===== src/rtl/dds_interp_pkg.sv =====
// Shared state encoding and default widths for the linear-interpolating DDS upsampler.
package dds_interp_pkg;

   localparam int DEF_DATA_W   = 32;
   localparam int DEF_OUT_W    = 12;
   localparam int DEF_MAX_LOG2 = 4;

   typedef enum logic [1:0] {
      IDLE = 2'd0,
      LOAD = 2'd1,
      RUN  = 2'd2
   } state_t;

endpackage


===== src/rtl/dds_interp_lin.sv =====
// Linear interpolator: emits 2^k points per input pair, first output one cycle after the second sample.
// m_ready low freezes the segment; s_ready only opens on the last step of a segment (gapless reload).
module dds_interp_lin
   import dds_interp_pkg::*;
#(
   parameter int DATA_W   = DEF_DATA_W,
   parameter int OUT_W    = DEF_OUT_W,
   parameter int MAX_LOG2 = DEF_MAX_LOG2
)(
   input  logic                           Fg_CLK,
   input  logic                           RESETn,
   input  logic                           s_valid,
   output logic                           s_ready,
   input  logic [DATA_W-1:0]              s_data,
   input  logic [$clog2(MAX_LOG2+1)-1:0]  ratio_log2,
   input  logic                           flush,
   output logic                           m_valid,
   input  logic                           m_ready,
   output logic [OUT_W-1:0]               m_data
);

   localparam int ACC_W = DATA_W + MAX_LOG2 + 1;
   localparam int CNT_W = (MAX_LOG2 > 0) ? MAX_LOG2 : 1;
   localparam int KW    = $clog2(MAX_LOG2 + 1);

   state_t                  state, state_nxt;
   logic [DATA_W-1:0]       prev, cur;
   logic signed [ACC_W-1:0] acc;
   logic signed [DATA_W:0]  diff;
   logic [CNT_W-1:0]        cnt;
   logic [KW-1:0]           k_lat;

   logic [KW-1:0]           k_in;
   logic [CNT_W:0]          seg_len;
   logic                    cnt_last;
   logic                    cap_first, do_load, m_step;
   logic signed [ACC_W-1:0] acc_sh;
   logic                    unused_ok;

   assign k_in     = (ratio_log2 > KW'(MAX_LOG2)) ? KW'(MAX_LOG2) : ratio_log2;
   assign seg_len  = (CNT_W+1)'(1) << k_lat;
   assign cnt_last = ({1'b0, cnt} == seg_len - (CNT_W+1)'(1));

   always_comb begin
      state_nxt = state;
      s_ready   = 1'b0;
      m_valid   = 1'b0;
      cap_first = 1'b0;
      do_load   = 1'b0;
      m_step    = 1'b0;
      case (state)
         IDLE: begin
            s_ready = 1'b1;
            if (s_valid) begin
               cap_first = 1'b1;
               state_nxt = LOAD;
            end
         end
         LOAD: begin
            s_ready = 1'b1;
            if (s_valid) begin
               do_load   = 1'b1;
               state_nxt = RUN;
            end
         end
         RUN: begin
            m_valid = 1'b1;
            s_ready = cnt_last && m_ready;
            m_step  = m_ready;
            if (m_ready && cnt_last) begin
               if (s_valid) do_load   = 1'b1;
               else         state_nxt = LOAD;
            end
         end
         default: state_nxt = IDLE;
      endcase
      // flush overrides every event, including a simultaneous sample
      if (flush) begin
         state_nxt = IDLE;
         cap_first = 1'b0;
         do_load   = 1'b0;
         m_step    = 1'b0;
      end
      if (!RESETn) s_ready = 1'b0;
   end

   always_ff @(posedge Fg_CLK or negedge RESETn) begin
      if (!RESETn) state <= IDLE;
      else         state <= state_nxt;
   end

   always_ff @(posedge Fg_CLK or negedge RESETn) begin
      if (!RESETn) begin
         prev  <= '0;
         cur   <= '0;
         acc   <= '0;
         diff  <= '0;
         cnt   <= '0;
         k_lat <= '0;
      end else if (flush) begin
         cnt <= '0;
      end else if (cap_first) begin
         cur <= s_data;
      end else if (do_load) begin
         prev  <= cur;
         cur   <= s_data;
         k_lat <= k_in;
         acc   <= {{(MAX_LOG2+1){cur[DATA_W-1]}}, cur} << k_in;
         diff  <= {s_data[DATA_W-1], s_data} - {cur[DATA_W-1], cur};
         cnt   <= '0;
      end else if (m_step) begin
         // exact running sum: acc = prev*2^k + i*diff, divided only at the output
         acc <= acc + ACC_W'(diff);
         cnt <= cnt + CNT_W'(1);
      end
   end

   assign acc_sh    = acc >>> k_lat;
   assign m_data    = acc_sh[DATA_W-1 -: OUT_W];
   assign unused_ok = ^{acc_sh, prev};

endmodule


===== config.mk =====
export PLATFORM = sky130hd
export DESIGN_NAME = dds_interp_lin
export DESIGN_NICKNAME = d
export VERILOG_FILES = /design/src/rtl/dds_interp_pkg.sv /design/src/rtl/dds_interp_lin.sv
export SDC_FILE = /design/constraint.sdc
export NUM_CORES = 1
export LEC_CHECK = 0
export BUFFER_PORTS_ARGS = -buffer_cell sky130_fd_sc_hd__buf_2
export CAP_MARGIN = 20
export CORE_MARGIN = 2
export CORE_UTILIZATION = 40
export CTS_CLUSTER_DIAMETER = 200
export DETAILED_ROUTE_END_ITERATION = 16
export GPL_TIMING_DRIVEN = 0
export PLACE_DENSITY_LB_ADDON = 0.05
export SYNTH_ARGS = -nofsm -noshare
export SYNTH_HDL_FRONTEND = slang
export SYNTH_SLANG_ARGS = --single-unit

===== constraint.sdc =====
create_clock -name Fg_CLK -period 7.1 [get_ports Fg_CLK]
set_clock_uncertainty 0.15 [all_clocks]
set_input_delay 1.42 -clock Fg_CLK [delete_from_list [all_inputs] [get_ports Fg_CLK]]
set_output_delay 1.42 -clock Fg_CLK [all_outputs]
set_load 0.1 [all_outputs]

---- Yosys cells after proc, flatten, opt, wreduce, memory -nomap -nowiden ----
Cells that the tools add are included.
operators by class
  add/subtract/negate cells ............... 4
  multiply operators ...................... 0
  div/mod/pow operators ................... 0
  order comparisons ....................... 1
  eq/ne operators ......................... 8
  shift-type cells ........................ 3
  mux-type cells .......................... 26
  bitwise logic cells ..................... 2
  reductions and logical operators ........ 11
operators by type and width
  cell                                                   number
  two-way mux 37 bit                                     2
  two-way mux 32 bit                                     2
  adder 37 x 33 -> 37 bit                                1
  << shifter 37 x 3 -> 37 bit                            1
  >>> shifter 37 x 3 -> 32 bit                           1
  subtractor 32 x 32 -> 33 bit                           1
  two-way mux 4 bit                                      4
  != test 3 bit (second input constant)                  4
  two-way mux 2 bit                                      5
  two-way mux 1 bit                                      9
  case mux 2 bit (3 select lines)                        1
  AND reduction 3 bit                                    2
  equality test 4 x 5 -> 1 bit                           1
  << shifter 1 x 3 -> 5 bit (first input constant)       1
  subtractor 5 x 1 -> 5 bit (second input constant)      1
  adder 4 x 1 -> 4 bit (second input constant)           1
  case mux 1 bit (2 select lines)                        2
  AND reduction 2 bit                                    2
  AND reduction 4 bit                                    1
  nonzero test 2 bit                                     2
  greater-than comparator 3 bit (second input constant)  1
  two-way mux 3 bit                                      1
  nonzero test 3 bit                                     1
  equality test 2 x 1 -> 1 bit (second input constant)   1
  other kinds (6)                                        7
word-level totals
  flip-flop bits (word level) ............. 111
  latch bits .............................. 0
  memory bits (writable) .................. 0
  memory bits (read-only) ................. 0
  output and inout bits ................... 14
  memories ................................ 0

---- Depth between registers and ports, before layout ----
  depth in word-level cells ............... 10
  mapped depth ............................ 15

---- Least setup slack after synthesis ----
No wires, ideal clock.
  path type ............................... reg2out
  start ................................... register k_lat[1]
  end ..................................... output port s_ready
  data arrival time ....................... 3.510 ns
  required time ........................... 5.530 ns
  path slack .............................. 2.020 ns
  stages on the path, launching flop included .. 11
  path buffers ............................ 2
  cells stage by stage .................... dfrtp_1 -> clkbuf_1 -> clkbuf_1 -> nor2_1 -> nand2_1 -> ha_1 -> nor3b_2 -> a211oi_1 -> o311ai_1 -> nand3_2 -> a21oi_1
on the way
  cells in the longest elaborated chain, start to end .. 6
RTL lines
  element                          RTL line               RTL
  start, declared                  dds_interp_lin.sv:31   logic [KW-1:0] k_lat;
  start signal, assigned           dds_interp_lin.sv:107  k_lat <= k_in;
  << shifter 1 x 3 -> 5 bit        dds_interp_lin.sv:41   assign seg_len = (CNT_W+1)'(1) << k_lat;
  subtractor 5 x 1 -> 5 bit        dds_interp_lin.sv:42   assign cnt_last = ({1'b0, cnt} == seg_len - (CNT_W+1)'(1));
  equality test 4 x 5 -> 1 bit     dds_interp_lin.sv:42
  logical AND 1 bit                dds_interp_lin.sv:68   s_ready = cnt_last && m_ready;
  case mux 1 bit (2 select lines)  dds_interp_lin.sv:51   case (state)
  two-way mux 1 bit                dds_interp_lin.sv:84   if (!RESETn) s_ready = 1'b0;
  end, declared                    dds_interp_lin.sv:13   output logic s_ready,
No other way between the ends.

---- Final worst setup path ----
  start ................................... register k_lat[0]
  end ..................................... output port s_ready
Same word-level chain as after synthesis.

==> qor.json <==
{
  "synthesis": {
    "syn_area_per_cell_sq_um": 7.78,
    "synth_compound_gate_area_share": 0.293,
    "synth.top_cells.by_area": "dfrtp_1, ha_1, nand2_1, a21oi_1, o21ai_0",
    "synth_fa_ha_area_frac": 0.100,
    "synth.top_cells.by_count": "nand2_1, a21oi_1, o21ai_0",
    "ys_seq_elements": 111,
    "most_frequent_cell_after_synthesis": "nand2_1",
    "synthesis.area_sq_um": 9770,
    "fraction_of_synthesized_cell_area_in_xor_and_xnor_cells": 0.0547,
    "muxShareOfSynthArea": 0.0369,
    "synthDominantCellAreaShare": 0.284,
    "yosys_warnings": 0,
    "synthDominantAreaCellType": "dfrtp_1",
    "synth-simple-area-share": 0.179,
    "synth_edf_count": 0,
    "seq_area_frac_synth": 0.284,
    "netlist-cell-type-count": 83,
    "synth_flop_cell": "dfrtp_1",
    "synthesis.instances": 1256,
    "mappedNetlistNets": 1373,
    "main_combinational_cell_family_by_area_after_synthesis": "compound AO/OA/AOI/OAI gates",
    "asr_flop_ratio_synth": 1.00
  },
  "worst_hold_path": {
    "hold_class": "reg2reg"
  },
  "drt": {
    "first_pass_detailed_route_iteration_total": 6,
    "drt_iter0_markers": 859,
    "drt-vias-per-instance": 5.57,
    "routed-via-count": 9179,
    "post_route_ant_nets": 0,
    "wire_per_inst_um": 18.8,
    "route.final.wire_length_mm": 31.0,
    "drc": 0
  },
  "floorplan": {
    "placeableCoreArea_sq_um": 24200,
    "fp.dieW_um": 160,
    "io_pins": 54,
    "die_h_um": 160,
    "overall_die_area_sq_um": 25700,
    "std_cell_rows": 57,
    "initial_utilization": 0.404
  },
  "cts": {
    "cts-resized-gates": 0,
    "tritoncts_clock_tree": "yes",
    "post_cts_hold_buffer_count": 0,
    "cts_setup_buffers": 0,
    "cts_buffer_depth": 2,
    "clk_pin_slew_worst_paths_ns": 0.08,
    "root_buffer": "clkbuf_16",
    "tritoncts.num_buffers": 9,
    "cts.htree.levels": 3,
    "clock_sink_count": 111,
    "worstSkewPairLatency_ns": 0.37
  },
  "global_routing": {
    "overflow": 0,
    "first_global_vias": 8961,
    "grt_first_pass_wirelength_mm": 50.2,
    "grt_util_all_layers": 0.249,
    "grt_max_degree": 80,
    "antenna_found_initial": 1
  },
  "setup_path": {
    "worst_path_maximum_fanout": 10,
    "timing.critical_path.required_ns": 5.53,
    "timing_worst_setup_path_type": "reg2out",
    "critPathLaunchType": "flop",
    "worst_setup_path_end_kind": "output pin",
    "arrival_ns": 3.37
  },
  "cells_and_area": {
    "multi_input_comb_area_sq_um": 6490,
    "sequential_cell_area_sq_um": 2780,
    "finish.cell_count_without_fillers": 1649,
    "number_of_inserted_filler_cells_in_the_final_layout": 2518,
    "drive_above_1_share": 0.0974,
    "area.growth.synth_to_final_pct": 10.6,
    "num-nets-final": 1437
  },
  "sta": {
    "finalMaxSlewViolations": 0,
    "worst-slew-pin-transition_ns": 0.878,
    "summed_negative_setup_slack_over_all_endpoints_ns": 0,
    "finalCriticalPeriod_ns": 4.94,
    "min_period_over_period": 0.696,
    "max-slew-margin-rel": 0.410,
    "clock.fmax_mhz": 202,
    "setup_violations": 0,
    "hold_viol": 0,
    "rsz0062_at_grt": "no"
  },
  "place": {
    "dpl.hpwl_mm": 24.7,
    "dp.cells": 1633,
    "port_buffers": 52,
    "finalWeightedCongestion": 0.944
  },
  "power_and_ir_drop": {
    "power.density_nw_per_um2": 387,
    "cellLeakagePower_nw": 4.88,
    "post-layout-total-power_mw": 4.18,
    "p_clk_frac": 0.140,
    "power_frac_comb": 0.618,
    "seqPwrFrac": 0.241,
    "switching_share": 0.517,
    "p_switching_mw": 2.16,
    "irDropWorstVdd_mv": 0.338,
    "intPower_mw": 2.02
  },
  "outcome": {
    "status": "complete, no violations"
  },
  "job": {
    "drv_cap": 0
  }
}
[placed cells by master, fill, tap and decap left out, drive strengths merged, types with 7 or more instances in the layout]
master  count
a211o       7
a211oi     23
a21o       41
a21oi     139
a31oi      13
and3        7
buf        81
clkbuf     49
dfrtp     111
ha         75
inv        51
mux2       10
mux2i      18
nand2     216
nand2b     14
nand3      14
nand4      12
nor2       90
nor2b       8
nor3       11
o211ai     11
o21a       14
o21ai     158
o21bai      8
xnor2      28
xor2       33
[critical path, stage by stage, from the launching register on]
cell	delay, ns
dfrtp_1	0.33
buf_2	0.18
buf_1	0.51
nand2_1	0.12
ha_1	0.28
nor3b_2	0.22
a211oi_1	0.08
o311ai_1	0.47
nand3_2	0.23
a21oi_1	0.16
buf_2	0.43
[stage by stage]
step / worst slack, ns / instance area, sq um / hold slack, ns / utilization
after floorplan: 2.02 / 9770 / 0.293 / -
after global placement: 1.29 / 10400 / 0.319 / 0.432
after detailed placement: 2.53 / 10500 / 0.319 / 0.433
after CTS: 2.13 / 10800 / 0.337 / 0.447
after global routing: 2.00 / 10800 / 0.360 / 0.447
final: 2.16 / 10800 / 0.328 / 0.447
[power groups by stage]
stage | clock (mW) | combinational, mW | sequential [mW]
finish | 0.587 | 2.59 | 1.01
global route | 0.625 | 2.87 | 1.04
CTS | 0.599 | 2.57 | 1.01
detailed placement | 0 | 2.56 | 1.02
global placement | 0 | 2.56 | 1.02
floorplan | 0 | 1.98 | 0.947
[state kept, by name, summed over array words and instances, names as in the netlist]
signal / count
acc: 37
diff: 33
cur: 32
cnt: 4
k_lat: 3
state: 2
[final cells by class]
type                       count  share of cell area
clock buffer                  11              0.0234
sequential                   111               0.257
antenna                        1            0.000232
multi-input combinational   1028               0.600
timing repair buffer          53              0.0272
clock inverter                 4             0.00718
inverter                      51              0.0177
buffer                        66              0.0293
tap                          324              0.0375
[kinds of logic after synthesis]
family | count (synthesis)
simple gates | 396
mux | 31
xor+xnor | 61
buf+inv | 117
flops | 111
fa+ha+maj | 77
compound gates | 463
[final timing paths]
kind	start	to	slack, ns	depth (start not counted)
worst max register to register	k_lat[0]$_DFFE_PN0P_	k_lat[0]$_DFFE_PN0P_	3.02	14
worst min-delay path	diff[3]$_DFFE_PN0P_	diff[3]$_DFFE_PN0P_	0.33	2
worst min register to register	diff[3]$_DFFE_PN0P_	diff[3]$_DFFE_PN0P_	0.33	2
max in group asynchronous	RESETn	diff[23]$_DFFE_PN0P_	5.31	2
worst max-delay path	k_lat[0]$_DFFE_PN0P_	s_ready	2.16	10
min in group asynchronous	RESETn	diff[3]$_DFFE_PN0P_	0.79	1
[layer usage]
| layer | vias up | track usage | wire (um) |
|---|---|---|---|
| li1 | 4610 | - | - |
| met1 | 4317 | 0.364 | 15700 |
| met2 | 209 | 0.384 | 13300 |
| met3 | 43 | 0.0351 | 1300 |
| met4 | 0 | 0.0696 | 700 |
| met5 | - | 0 | 0 |
No activity file was read; power rests on OpenSTA's default activity.
